File: src/rtl/game_controller.sv
// game_controller: turn-based World War Math state machine.
// Drives velocity and launch point, scores each shot from the animation stage's positions.
module game_controller #(
   parameter logic [9:0]  X_INIT    = 10'd210,
   parameter logic [9:0]  Y_INIT    = 10'd463,
   parameter logic [3:0]  VX_INIT   = 4'd4,
   parameter logic [3:0]  VY_INIT   = 4'd8,
   parameter logic [3:0]  MAX_SHOTS = 4'd5,
   parameter logic [10:0] TGT_TOP   = 11'd470,
   parameter logic [10:0] GROUND_Y  = 11'd475,
   parameter logic [10:0] RIGHT_X   = 11'd775,
   parameter logic [49:0] T_AIR_MAX = 50'd60
) (
   input  logic        clk,
   input  logic        reset_n,
   input  logic        btn_start,
   input  logic        btn_up,
   input  logic        btn_down,
   input  logic        btn_right,
   input  logic        btn_left,
   input  logic [9:0]  projectileCenterX,
   input  logic [9:0]  projectileCenterY,
   input  logic [9:0]  targetCenterX,
   input  logic [49:0] t_air,
   output logic        q_I,
   output logic        q_P1Shoot,
   output logic        q_Animate,
   output logic        q_Done,
   output logic [3:0]  vX,
   output logic [3:0]  vY,
   output logic [9:0]  X_INITIAL,
   output logic [9:0]  Y_INITIAL,
   output logic [3:0]  shots,
   output logic        win
);
   localparam logic [3:0] S_I = 4'b0001, S_SHOOT = 4'b0010, S_ANIM = 4'b0100, S_DONE = 4'b1000;
   logic [3:0]  state;
   logic [10:0] px, px5, py2, t_lo, t_hi;
   logic        hit, miss, vy_inc, vy_dec, vx_inc, vx_dec;
   logic [3:0]  vx_nxt, vy_nxt;
   assign {q_Done, q_Animate, q_P1Shoot, q_I} = state;
   assign X_INITIAL = X_INIT;
   assign Y_INITIAL = Y_INIT;
   // 11-bit arithmetic so box edges near 1023 cannot wrap; left target edge clamps at 0
   always_comb begin
      px   = {1'b0, projectileCenterX};
      px5  = px + 11'd5;
      py2  = {1'b0, projectileCenterY} + 11'd2;
      t_lo = targetCenterX >= 10'd10 ? {1'b0, targetCenterX} - 11'd10 : 11'd0;
      t_hi = {1'b0, targetCenterX} + 11'd10;
      hit  = t_air != '0 && px5 >= t_lo && px <= t_hi && py2 >= TGT_TOP;
      miss = t_air != '0 && !hit && (py2 >= GROUND_Y || px >= RIGHT_X || t_air >= T_AIR_MAX);
      vy_inc = btn_up & ~btn_down;
      vy_dec = btn_down & ~btn_up;
      vx_inc = btn_right & ~btn_left;
      vx_dec = btn_left & ~btn_right;
      vy_nxt = vy_inc && vY != 4'd15 ? vY + 4'd1 : vy_dec && vY != 4'd0 ? vY - 4'd1 : vY;
      vx_nxt = vx_inc && vX != 4'd15 ? vX + 4'd1 : vx_dec && vX != 4'd0 ? vX - 4'd1 : vX;
   end
   always_ff @(posedge clk) begin
      if (!reset_n) begin
         state <= S_I;
         vX    <= VX_INIT;
         vY    <= VY_INIT;
         shots <= 4'd0;
         win   <= 1'b0;
      end else begin
         case (state)
            S_I: if (btn_start) begin
               state <= S_SHOOT;
               vX    <= VX_INIT;
               vY    <= VY_INIT;
               shots <= 4'd0;
               win   <= 1'b0;
            end
            S_SHOOT: if (btn_start) begin
               state <= S_ANIM;
               shots <= shots + 4'd1;
            end else begin
               vX <= vx_nxt;
               vY <= vy_nxt;
            end
            S_ANIM: if (hit) begin
               state <= S_DONE;
               win   <= 1'b1;
            end else if (miss) begin
               state <= shots == MAX_SHOTS ? S_DONE : S_SHOOT;
               win   <= 1'b0;
            end
            S_DONE: if (btn_start) state <= S_I;
            default: state <= S_I;
         endcase
      end
   end
endmodule
File: config.mk
export PLATFORM = sky130hd
export DESIGN_NAME = game_controller
export DESIGN_NICKNAME = d
export VERILOG_FILES = /design/src/rtl/game_controller.sv
export SDC_FILE = /design/constraint.sdc
export NUM_CORES = 1
export LEC_CHECK = 0
export BUFFER_PORTS_ARGS = -buffer_cell sky130_fd_sc_hd__buf_2
export CAP_MARGIN = 25
export CORE_ASPECT_RATIO = 0.75
export CORE_UTILIZATION = 45
export DETAILED_ROUTE_END_ITERATION = 10
export GPL_TIMING_DRIVEN = 1
export PLACE_DENSITY = 0.85
export SYNTH_ARGS = -nofsm -noshare
export SYNTH_HDL_FRONTEND = slang
export SYNTH_SLANG_ARGS = --single-unit
File: constraint.sdc
create_clock -name clk -period 4.72 [get_ports clk]
set_input_delay 0.944 -clock clk [delete_from_list [all_inputs] [get_ports clk]]
set_output_delay 0.944 -clock clk [all_outputs]
set_load 0.1 [all_outputs]
# --- Word level (Yosys, flattened, before mapping) ---
# Cells that the tools add are included.
op_classes:
  addsub: 9
  n_mul: 0
  div: 0
  n_lt_le_gt_ge: 7
  n_eq_ne: 14
  n_shift: 0
  muxes: 24
  bitwise_logic: 8
  reduce_logical: 22
ops:
  columns: ["operator", "count"]
  rows:
  - ["4-bit two-way mux", 15]
  - ["50-bit by 6-bit greater-or-equal comparator with 1-bit output (second input constant)", 1]
  - ["50-bit nonzero test", 1]
  - ["4-bit case mux with 2 select lines", 3]
  - ["11-bit by 9-bit greater-or-equal comparator with 1-bit output (second input constant)", 2]
  - ["4-bit case mux with 4 select lines", 1]
  - ["4-bit by 1-bit adder with 4-bit output (second input constant)", 3]
  - ["4-bit AND reduction", 3]
  - ["10-bit by 2-bit adder with 11-bit output (second input constant)", 1]
  - ["10-bit by 3-bit adder with 11-bit output (second input constant)", 1]
  - ["10-bit by 4-bit adder with 11-bit output (second input constant)", 1]
  - ["11-bit greater-or-equal comparator", 1]
  - ["10-bit by 11-bit <= comparator with 1-bit output", 1]
  - ["11-bit two-way mux", 1]
  - ["10-bit by 4-bit subtractor with 11-bit output (second input constant)", 1]
  - ["10-bit greater-or-equal comparator (second input constant)", 1]
  - ["10-bit by 4-bit greater-or-equal comparator with 1-bit output (second input constant)", 1]
  - ["1-bit logical AND", 9]
  - ["3-bit != test (second input constant)", 3]
  - ["4-bit by 3-bit == test with 1-bit output (second input constant)", 2]
  - ["2-bit != test (second input constant)", 4]
  - ["4-bit != test (second input constant)", 2]
  - ["4-bit nonzero test", 2]
  - ["4-bit by 1-bit subtractor with 4-bit output (second input constant)", 2]
  - ["other kinds (11)", 22]
totals:
  ff_bits: 17
  latch_bits: 0
  mem_bits_rw: 0
  romBits: 0
  output_inout_bits: 37
  memories: 0

# --- Longest topological paths before layout ---
# Gate-level depths: netlist of the first run.
logic_depth:
  depth_word: 12
  depth_mapped: 15

# --- Worst setup path after synthesis of the first run ---
# Ideal clock, no wire load.
synth_timing:
  path_type: "input to register"
  start: "input port targetCenterX[3]"
  end: "register state[1]"
  t_arrival_ps: 3702
  required_time_ps: 4604
  path_slack_ps: 902
  cell_stages: 12
  n_path_buf: 1
  cell_sequence: "clkbuf_1 inv_1 or4_1 nand2_1 nand4b_1 ha_1 o2111ai_1 nor4_1 nor2_1 or4_4 o2bb2ai_1 and4_1"
synth_between:
  elab_chain_len: 11
  elab_cells_between_ends: 16
synth_rtl:
  columns: ["item", "line_no", "text"]
  rows:
  - ["start, declared", "23", "input logic [9:0] targetCenterX,"]
  - ["10-bit by 4-bit subtractor with 11-bit output or 10-bit by 4-bit greater-or-equal comparator with 1-bit output (tied branches)", "49", "t_lo = targetCenterX >= 10'd10 ? {1'b0, targetCenterX} - 11'd10 : 11'd0;"]
  - ["11-bit two-way mux", "49", null]
  - ["11-bit greater-or-equal comparator", "51", "hit = t_air != '0 && px5 >= t_lo && px <= t_hi && py2 >= TGT_TOP;"]
  - ["1-bit logical AND", "51", null]
  - ["1-bit logical AND (*) (2 in series)", "51", null]
  - ["1-bit zero test", "52", "miss = t_air != '0 && !hit && (py2 >= GROUND_Y || px >= RIGHT_X || t_air >= T_AIR_MAX);"]
  - ["1-bit logical AND (2 in series)", "52", null]
  - ["3-bit != test (no line)", null, null]
  - ["4-bit AND reduction (no line)", null, null]
  - ["end signal, assigned", "87", "state <= shots == MAX_SHOTS ? S_DONE : S_SHOOT;"]
  - ["end, declared", "37", "logic [3:0] state;"]
# Mark *: on every way between the ends. The rest lies on a longest branch, timed or not.
# A chain may end at the register's enable or synchronous reset.

# --- Final worst setup path of the first run ---
layout_timing:
  start: "input port targetCenterX[7]"
  end: "register state[1]"
# The elaborated chain is that of the path after synthesis.

==> impl_results.md, run 1 <==
* Number of register bits inferred by synthesis at 17
* Critical Setup Path Class: input port to register
* Path category of the worst min-delay check: register to register
* Setup-violating endpoint count in the final report at 0
* Avg Vias per Cell at 5.63
* CTS tree: yes
* Clk buf depth at 2
* Proportion of synthesized flip-flops having asynchronous set or reset at 0%
* Post-CTS setup repair buffer count at 0
* Final-layout fill cell count at 598
* RSZ-0062 raised after global routing: no
* Most used cell along the critical path: nor2_1
* Number of DRC violations after detailed routing at 0
* DRT antenna net count at 0
* DP Wirelength at slightly above 6 mm
* DRC violation total after the first TritonRoute iteration at 240
* Slowest library cell on the worst path: or4_1
* Quantity of hold-fixing buffers added after cts at 0
* Hold Vio Cnt, Final at 0
* Layout cells sized above 1 at between 20% and 30%
* Final Wtd Congestion at approximately 0.96
* Antenna violations before repair at 0
* Die Wd at a little over 90 um
* Global Route Usage Sum at between 20% and 30%
* Residual overflow from global routing at 0
* Switching share of power at between 40% and 50%
* Vertical die dimension at 70.0 um
* Minimum clock period at 3780 ps
* Chain of cells forming the critical path: buf_2 > or4_1 > nor2_1 > o21ai_1 > nor2_1 > nand2_1 > nand4b_1 > ha_1 > o2111ai_1 > nor4_1 > nor2_1 > or4_4 > o2bb2ai_1 > and4_1
* Status: complete, no violations
* Post-synthesis cell area at approximately 0.0028 sq mm
* Maximum resistive drop on vdd at 0.0941 mV
* Final design instance area without fill at approximately 0.0033 sq mm
* Final #Nets at 575
* Antenna diode count at 0
* Number of clock buffers inserted by TritonCTS at 3
* Top FF cell, synth: dfxtp_1
* PwrDens at 176 mW/mm^2
* Worst Path Arrival at slightly below 4000 ps
* Clock power frac at about a fifth
* Root cell of the clock tree: clkbuf_8
* Sequential share of power at a little over a quarter
* Actual slew at the worst max-slew pin at around 800 ps
* Leak Pwr at between 1.5 and 2 nW
* Sequential-to-total area share from yosys stat at about an eighth
* Number of standard-cell rows in the floorplan at 24
* Yosys cell types at 71
* Drt pass-1 iters at 4
* Total number of clock tree sinks at 17
* Critical path launch point type: input port
* Top fanout value on the critical path at 8
* Number of buffer and inverter stages on the critical path at 1
* Pin count of the biggest net entering global routing at 19
* Worst slack, placed at about 690 ps
* Count of buffers inserted at the top-level ports at 103
* Number of warning messages in the yosys log at 0
* Relative slew slack at between 40% and 50%
* Core Region at 0.00589 sq mm
* H-tree Lvls at 1
* Wire length after detailed routing at a little over 7 mm
* Global-route wire length before repair at about 12 mm
* Via count of the first global-routing pass at 2736
* Total negative slack for setup checks at 0 ps
* Worst stage delay on the critical path at roughly 550 ps
* Starting density of the core at a little under half
* Vias after detailed routing at ~3000
* Fraction of the core area covered by cells at the end of the flow at a little under three fifths
* Max-cap violation count at 0
* Area after detailed placement at about 0.0032 sq mm
* Clock input transition at the sequential cells of the worst setup and hold paths at 60 ps
* Number of enable flip-flop cells after synthesis at 0
* Cell count after placement at ~530
* Average wire per standard cell at 13.6 um
* IO Pins at 124
* Clock Latency Late Sink at about 260 ps
* Number of cells produced by synthesis at 360
* Setup slack of the critical path after layout at around 940 ps
* Combinational cell fraction of total power at 54.1%
* Required time of the critical path at slightly below 5000 ps
* Die Footprint at about 0.0065 sq mm
* Pins over their slew limit at 0
* Average cell area after synthesis at 7.71 sq um
* Internal portion of total power at 0.308 mW
* Post-Layout Cell Count at between 500 and 600
* Endpoint class of the critical path: register
* Power spent charging and discharging nets at 0.268 mW
* Share of the clock period used by the worst path after layout at ~80%
* Signed area change from the synthesized netlist to the final layout at 17.6%
* Post-CTS Resized at 0
* Kind of cell adding the most delay to the critical path: simple AND/OR/NAND/NOR gates
* Maximum clock frequency at about 260 MHz
* Clock skew after layout at about 6.7 ps
-- metrics by stage --
step	hold WS, ps	power (mW)
after floorplan	972	0.400
final	515	0.576
after CTS	522	0.575
after global routing	560	0.615
after detailed placement	506	0.465
after global placement	496	0.455
-- registers in the layout (all words and copies together) (netlist names) --
signal and flops:
shots 4, state 4, vX 4, vY 4, win 1
-- cell families after synthesis --
logic type	Yosys count	synth area share (%)
xor gates and xnor gates	28	8.84
other	2	0.271
and+or+nand+nor	137	28.1
DFF	17	12.3
muxes	5	1.89
AOI/OAI and AO/OA	87	21.5
buffers and inverters	49	10.8
adders and majority gates	35	16.3
-- power by group through the flow --
| stage | sequential [mW] | combinational, mW | clock [mW] |
|---|---|---|---|
| 2_1_floorplan | 0.176 | 0.223 | 0 |
| 3_3_place_gp | 0.156 | 0.299 | 0 |
| 3_5_place_dp | 0.156 | 0.309 | 0 |
| 4_1_cts | 0.153 | 0.309 | 0.113 |
| 5_1_grt | 0.154 | 0.338 | 0.123 |
| 6_report | 0.153 | 0.312 | 0.111 |
-- cell usage after synthesis, drive strengths merged (6+ instances only) --
cell type / number / area share [%]
a21oi: 20 / 3.6
ha: 33 / 15
nor2: 23 / 3.1
dfxtp: 17 / 12
clkbuf: 8 / 1.4
nand3: 9 / 1.6
o21ai: 19 / 3.4
o21a: 6 / 1.6
nor2b: 7 / 1.6
nor4: 15 / 3.4
buf: 24 / 6.8
inv: 16 / 2.2
nor3: 10 / 1.8
xor2: 16 / 5.1
o211ai: 6 / 1.8
a21o: 8 / 2.2
nand4: 7 / 2.1
xnor2: 12 / 3.8
nand2b: 6 / 1.4
nand2: 28 / 3.9
-- final cells by class --
cell class                 count  area [sq um]  area share, %
multi-input combinational    312          2200           67.5
timing repair buffer         103           515           15.8
sequential                    17           340           10.4
tap                           78          97.6           2.99
inverter                      16          60.1           1.84
clock buffer                   3          41.3           1.27
clock inverter                 1          5.00          0.153
-- worst paths after layout --
check              startpoint  endpoint  slack, ps  cells after the start
min                       win       win        520                      1
max          targetCenterX[7]  state[1]        940                     14
min reg2reg               win       win        520                      1
max reg2reg          state[1]     vX[1]       2370                      6
-- layout by cell type (no fill, tap or decap), drive strengths merged, types with 3 or more instances in the layout --
cell,n
nand3b,5
conb,20
nor4,15
nor2,23
ha,33
nor2b,7
xor2,16
or3,4
o21ai,19
dfxtp,17
o21a,6
nand2,28
buf,103
nand4,7
inv,16
nand2b,6
o211ai,6
a21oi,20
nor3,10
or4,4
mux2i,3
nand3,9
and3,4
a21o,8
xnor2,12
clkbuf,3
o2111ai,4
a22oi,3
and2,3
-- worst register-to-register path, cell delays in order, from the launching register on --
cell and delay, ps:
dfxtp_1 460, nand2b_1 130, nor3_1 630, o21ai_0 320, o21ai_1 380, nor3b_1 250, o21a_1 130
-- routing by layer --
metal | wire length [um] | track usage [%] | share of wire (%)
met5 | 0 | 0 | 0
met4 | 120 | 4.79 | 1.7
met3 | 401 | 2.94 | 5.6
met2 | 3490 | 39.8 | 48
met1 | 3190 | 28.1 | 44
No activity file was read; power rests on OpenSTA's default activity.
==> run 2, diff against run 1 <==
ABC_AREA = 1   (was not set)
PLACE_DENSITY = 0.87   (was 0.85)
clock period = 3.2 ns   (was 4.72 ns; I/O delays follow)
==> run 2 against run 1 <==
Die area grew 4.5%; sequential share of layout area is 0.71 points lower; synthesized area up 4.6%; sequential power is 77% higher; core utilization grew 2.8 points; critical endpoint is now win; design area increased by 7.2%; final cell count increased by 26%; first-iteration DRC count decreased by 38%.
==> impl_results.md, run 2 <==
* Status: complete, no violations
* Worst Path Arrival at 3110 ps (-820 ps)
* Final #Nets at 712 (+24%)
* Setup-violating endpoint count in the final report at 0 (unchanged)
* Kind of cell adding the most delay to the critical path: simple AND/OR/NAND/NOR gates
* Final-layout fill cell count at 587 (-1.8%)
* Reg2Reg Capture Point: vY[3]
* CTS tree: yes
* Core Region at 0.00601 sq mm (+2.0%)
* IO Pins at 124 (unchanged)
* Average wire per standard cell at 11.6 um (-14%)
* Proportion of synthesized flip-flops having asynchronous set or reset at 0% (unchanged)
* Number of standard-cell rows in the floorplan at 24 (unchanged)
* Sequential-to-total area share from yosys stat at 11.7% (-0.54 points)
* Antenna diode count at 0 (unchanged)
* Min-Delay Endpoint: shots[3]
* Most frequent cells in the layout: 103 x buf_2, 99 x nand2_1, 70 x nor2_1, 63 x inv_1, 41 x nand3_1
* Actual slew at the worst max-slew pin at 666 ps (-132 ps)
* Number of cells produced by synthesis at 483 (+34%)
* Maximum resistive drop on vdd at 0.227 mV (+140%)
* DP Wirelength at 6.82 mm (+12%)
* Post-CTS setup repair buffer count at 0 (unchanged)
* Via count of the first global-routing pass at 3266 (+19%)
* Total number of clock tree sinks at 17 (unchanged)
* Starting density of the core at 48.3% (+1.2 points)
* Die Wd at 94.7 um (+2.2%)
* Worst slack on hold paths at 485 ps (-30.7 ps)
* Minimum clock period at slightly below 3000 ps
* Global-route wire length before repair at 13.2 mm (+10%)
* Wire length after detailed routing at 7.77 mm (+7.8%)
* Most common cell in the netlist: nand2_1
* Relative slew slack at 55.1% (+8.7 points)
* Drt pass-1 iters at 6 (+2)
* Critical path launch point type: input port
* Vertical die dimension at 71.5 um (+2.2%)
* Average cell area after synthesis at 6.01 sq um (-22%)
* Maximum clock frequency at 338 MHz
* Count of buffers inserted at the top-level ports at 103 (unchanged)
* Post-synth top area share at 14.2% (-0.65 points)
* Leak Pwr at 1.87 nW (+22%)
* Number of buffer and inverter stages on the critical path at 4 (+3)
* Post-CTS Resized at 0 (unchanged)
* Commonest non-fill, non-tap cell in the layout: buf_2
* Residual overflow from global routing at 0 (unchanged)
* Post-Layout Cell Count at 667 (+26%)
* Number of register bits inferred by synthesis at 17 (unchanged)
* Path depth of the worst reg2reg path at 10 (+4)
* Antenna violations before repair at 0 (unchanged)
* Endpoint class of the critical path: register
* DRC violation total after the first TritonRoute iteration at 148 (-38%)
* Slowest library cell on the worst path: ha_1
* PwrDens at 360 mW/mm^2 (+100%)
* Worst stage delay on the critical path at 260 ps (-290 ps)
* Quantity of hold-fixing buffers added after cts at 0 (unchanged)
* Pin count of the biggest net entering global routing at 12 (-7)
* Clock input transition at the sequential cells of the worst setup and hold paths at 60 ps (about the same)
* Setup slack of the critical path after layout at 242 ps (-696 ps)
* Number of clock buffers inserted by TritonCTS at 3 (unchanged)
* Root cell of the clock tree: clkbuf_8
* Number of DRC violations after detailed routing at 0 (unchanged)
* Top fanout value on the critical path at 8 (unchanged)
* Clock skew after layout at 3.63 ps (-3.05 ps)
* Chain of cells forming the critical path: buf_2 > inv_1 > ha_1 > nor2_2 > inv_1 > nand2_1 > nor2_2 > nand2_1 > nor2_2 > inv_2 > nand3_1 > ha_1 > a21oi_1 > o21ai_1 > nand2_1 > nand3_1 > o21a_1 > nand3_2 > nand2_1 > nand2_1 > nand2_1 > a21oi_1 > nor2_1
* Vias after detailed routing at 3400 (+14%)
* RSZ-0062 raised after global routing: no
* Register-to-Register Setup Slack at 930 ps (-1440 ps)
* Share of the clock period used by the worst path after layout at 92.4%
* Number of enable flip-flop cells after synthesis at 0 (unchanged)
* DRT antenna net count at 0 (unchanged)
* Area leader, netlist: ha_1
* Worst slack, placed at -106 ps (-797 ps)
* Synth top area cells: ha_1 14%, nand2_1 13%, dfxtp_1 12%, nor2_1 9.6%, inv_1 8.3%
* Global Route Usage Sum at 23.4% (+1.2 points)
* Pins over their slew limit at 0 (unchanged)
* Layout cells sized above 1 at 23.9% (-3.5 points)
* Most used cell along the critical path: nand2_1
* Path category of the worst min-delay check: register to register
* Die Footprint at 0.00678 sq mm (+4.5%)
* Hold Path Cell Cnt at 2 (+1)
* Critical Setup Path Class: input port to register
* Final Wtd Congestion at 0.843 (-12%)
* Clock Latency Late Sink at 250 ps (about the same)
* Ranking of synthesized cells by instance count: 99 x nand2_1, 74 x nor2_1, 64 x inv_1, 41 x nand3_1, 33 x ha_1
* Avg Vias per Cell at 5.10 (-9.5%)
* Worst reg2reg path startpoint: vY[0]
* Signed area change from the synthesized netlist to the final layout at 20.6%
* Max-cap violation count at 0 (unchanged)
* Logic depth of the worst path, buffers included at 23 (+9)
* Clk buf depth at 2 (unchanged)
* Cell count after placement at 663 (+26%)
* Number of warning messages in the yosys log at 0 (unchanged)
* H-tree Lvls at 1 (unchanged)
* Tot Pwr at 1.26 mW (+120%)
* Top FF cell, synth: dfxtp_1
* Required time of the critical path at 3350 ps (-1520 ps)
* Hold Startpoint: shots[3]
* Yosys cell types at 38 (-46%)
* Hold Vio Cnt, Final at 0 (unchanged)
* Post-synthesis cell area at 0.00290 sq mm (+4.6%)
==> run 2: cell count changes in the layout (fill, tap and decap cells not counted), moves of 9 or more <==
cell / delta
xnor2_1: -9
a21oi_1: +9
nand2_1: +72
nand3_1: +32
inv_1: +47
nor4_1: -13
nor2_1: +47
==> run 2: cell type report <==
type | count | area [sq um] | area share [%]
clock buffers | 4 | 45.0 | 1.29
inverters | 70 | 263 | 7.51
multi-input cells | 392 | 2210 | 63.3
flip-flops and latches | 17 | 340 | 9.73
well taps | 78 | 97.6 | 2.79
repair buffers | 106 | 538 | 15.4
==> run 2: where the power goes <==
part / switching [mW] / internal [mW]
combinational: 0.607 / 0.218
sequential: 0.0322 / 0.239
clock: 0.0731 / 0.0885
==> run 2: cells by family after synthesis <==
group                      share of synthesized area (%)
AOI/OAI and AO/OA                                   12.2
adders and majority gates                           15.6
and+or+nand+nor                                     41.1
xor gates and xnor gates                            4.53
buffers and inverters                               14.6
DFF                                                 11.7
other                                              0.259
==> run 2: per-layer routing <==
| layer | wire, um | part of all wire (%) | vias to the layer above | GRT usage [%] |
|---|---|---|---|---|
| met5 | 0 | 0 | - | 0 |
| met4 | 41 | 0.53 | 0 | 3.37 |
| met3 | 538 | 6.9 | 9 | 3.18 |
| met2 | 3720 | 48 | 132 | 42.1 |
| met1 | 3460 | 45 | 1512 | 30.3 |
| li1 | - | - | 1747 | - |
==> run 2: worst max path at each step <==
stage                     startpoint  end
finish              targetCenterX[2]  win
global route        targetCenterX[2]  win
CTS                 targetCenterX[2]  win
detailed placement  targetCenterX[2]  win
global placement    targetCenterX[2]  win
floorplan           targetCenterX[1]  win
==> run 2: stage by stage <==
stage / setup TNS [ps] / utilization [%] / area [sq um]
after global placement: 0 / 57.3 / 3440
after floorplan: 0 / - / 2970
final: 0 / 58.3 / 3500
after detailed placement: -248 / 57.3 / 3440
after CTS: 0 / 58.1 / 3490
after global routing: 0 / 58.3 / 3500
==> run 2: worst min-delay path, cell delays in order (launching register included) <==
cell	delay [ps]
dfxtp_1	330
nand2_1	60
a21oi_1	50
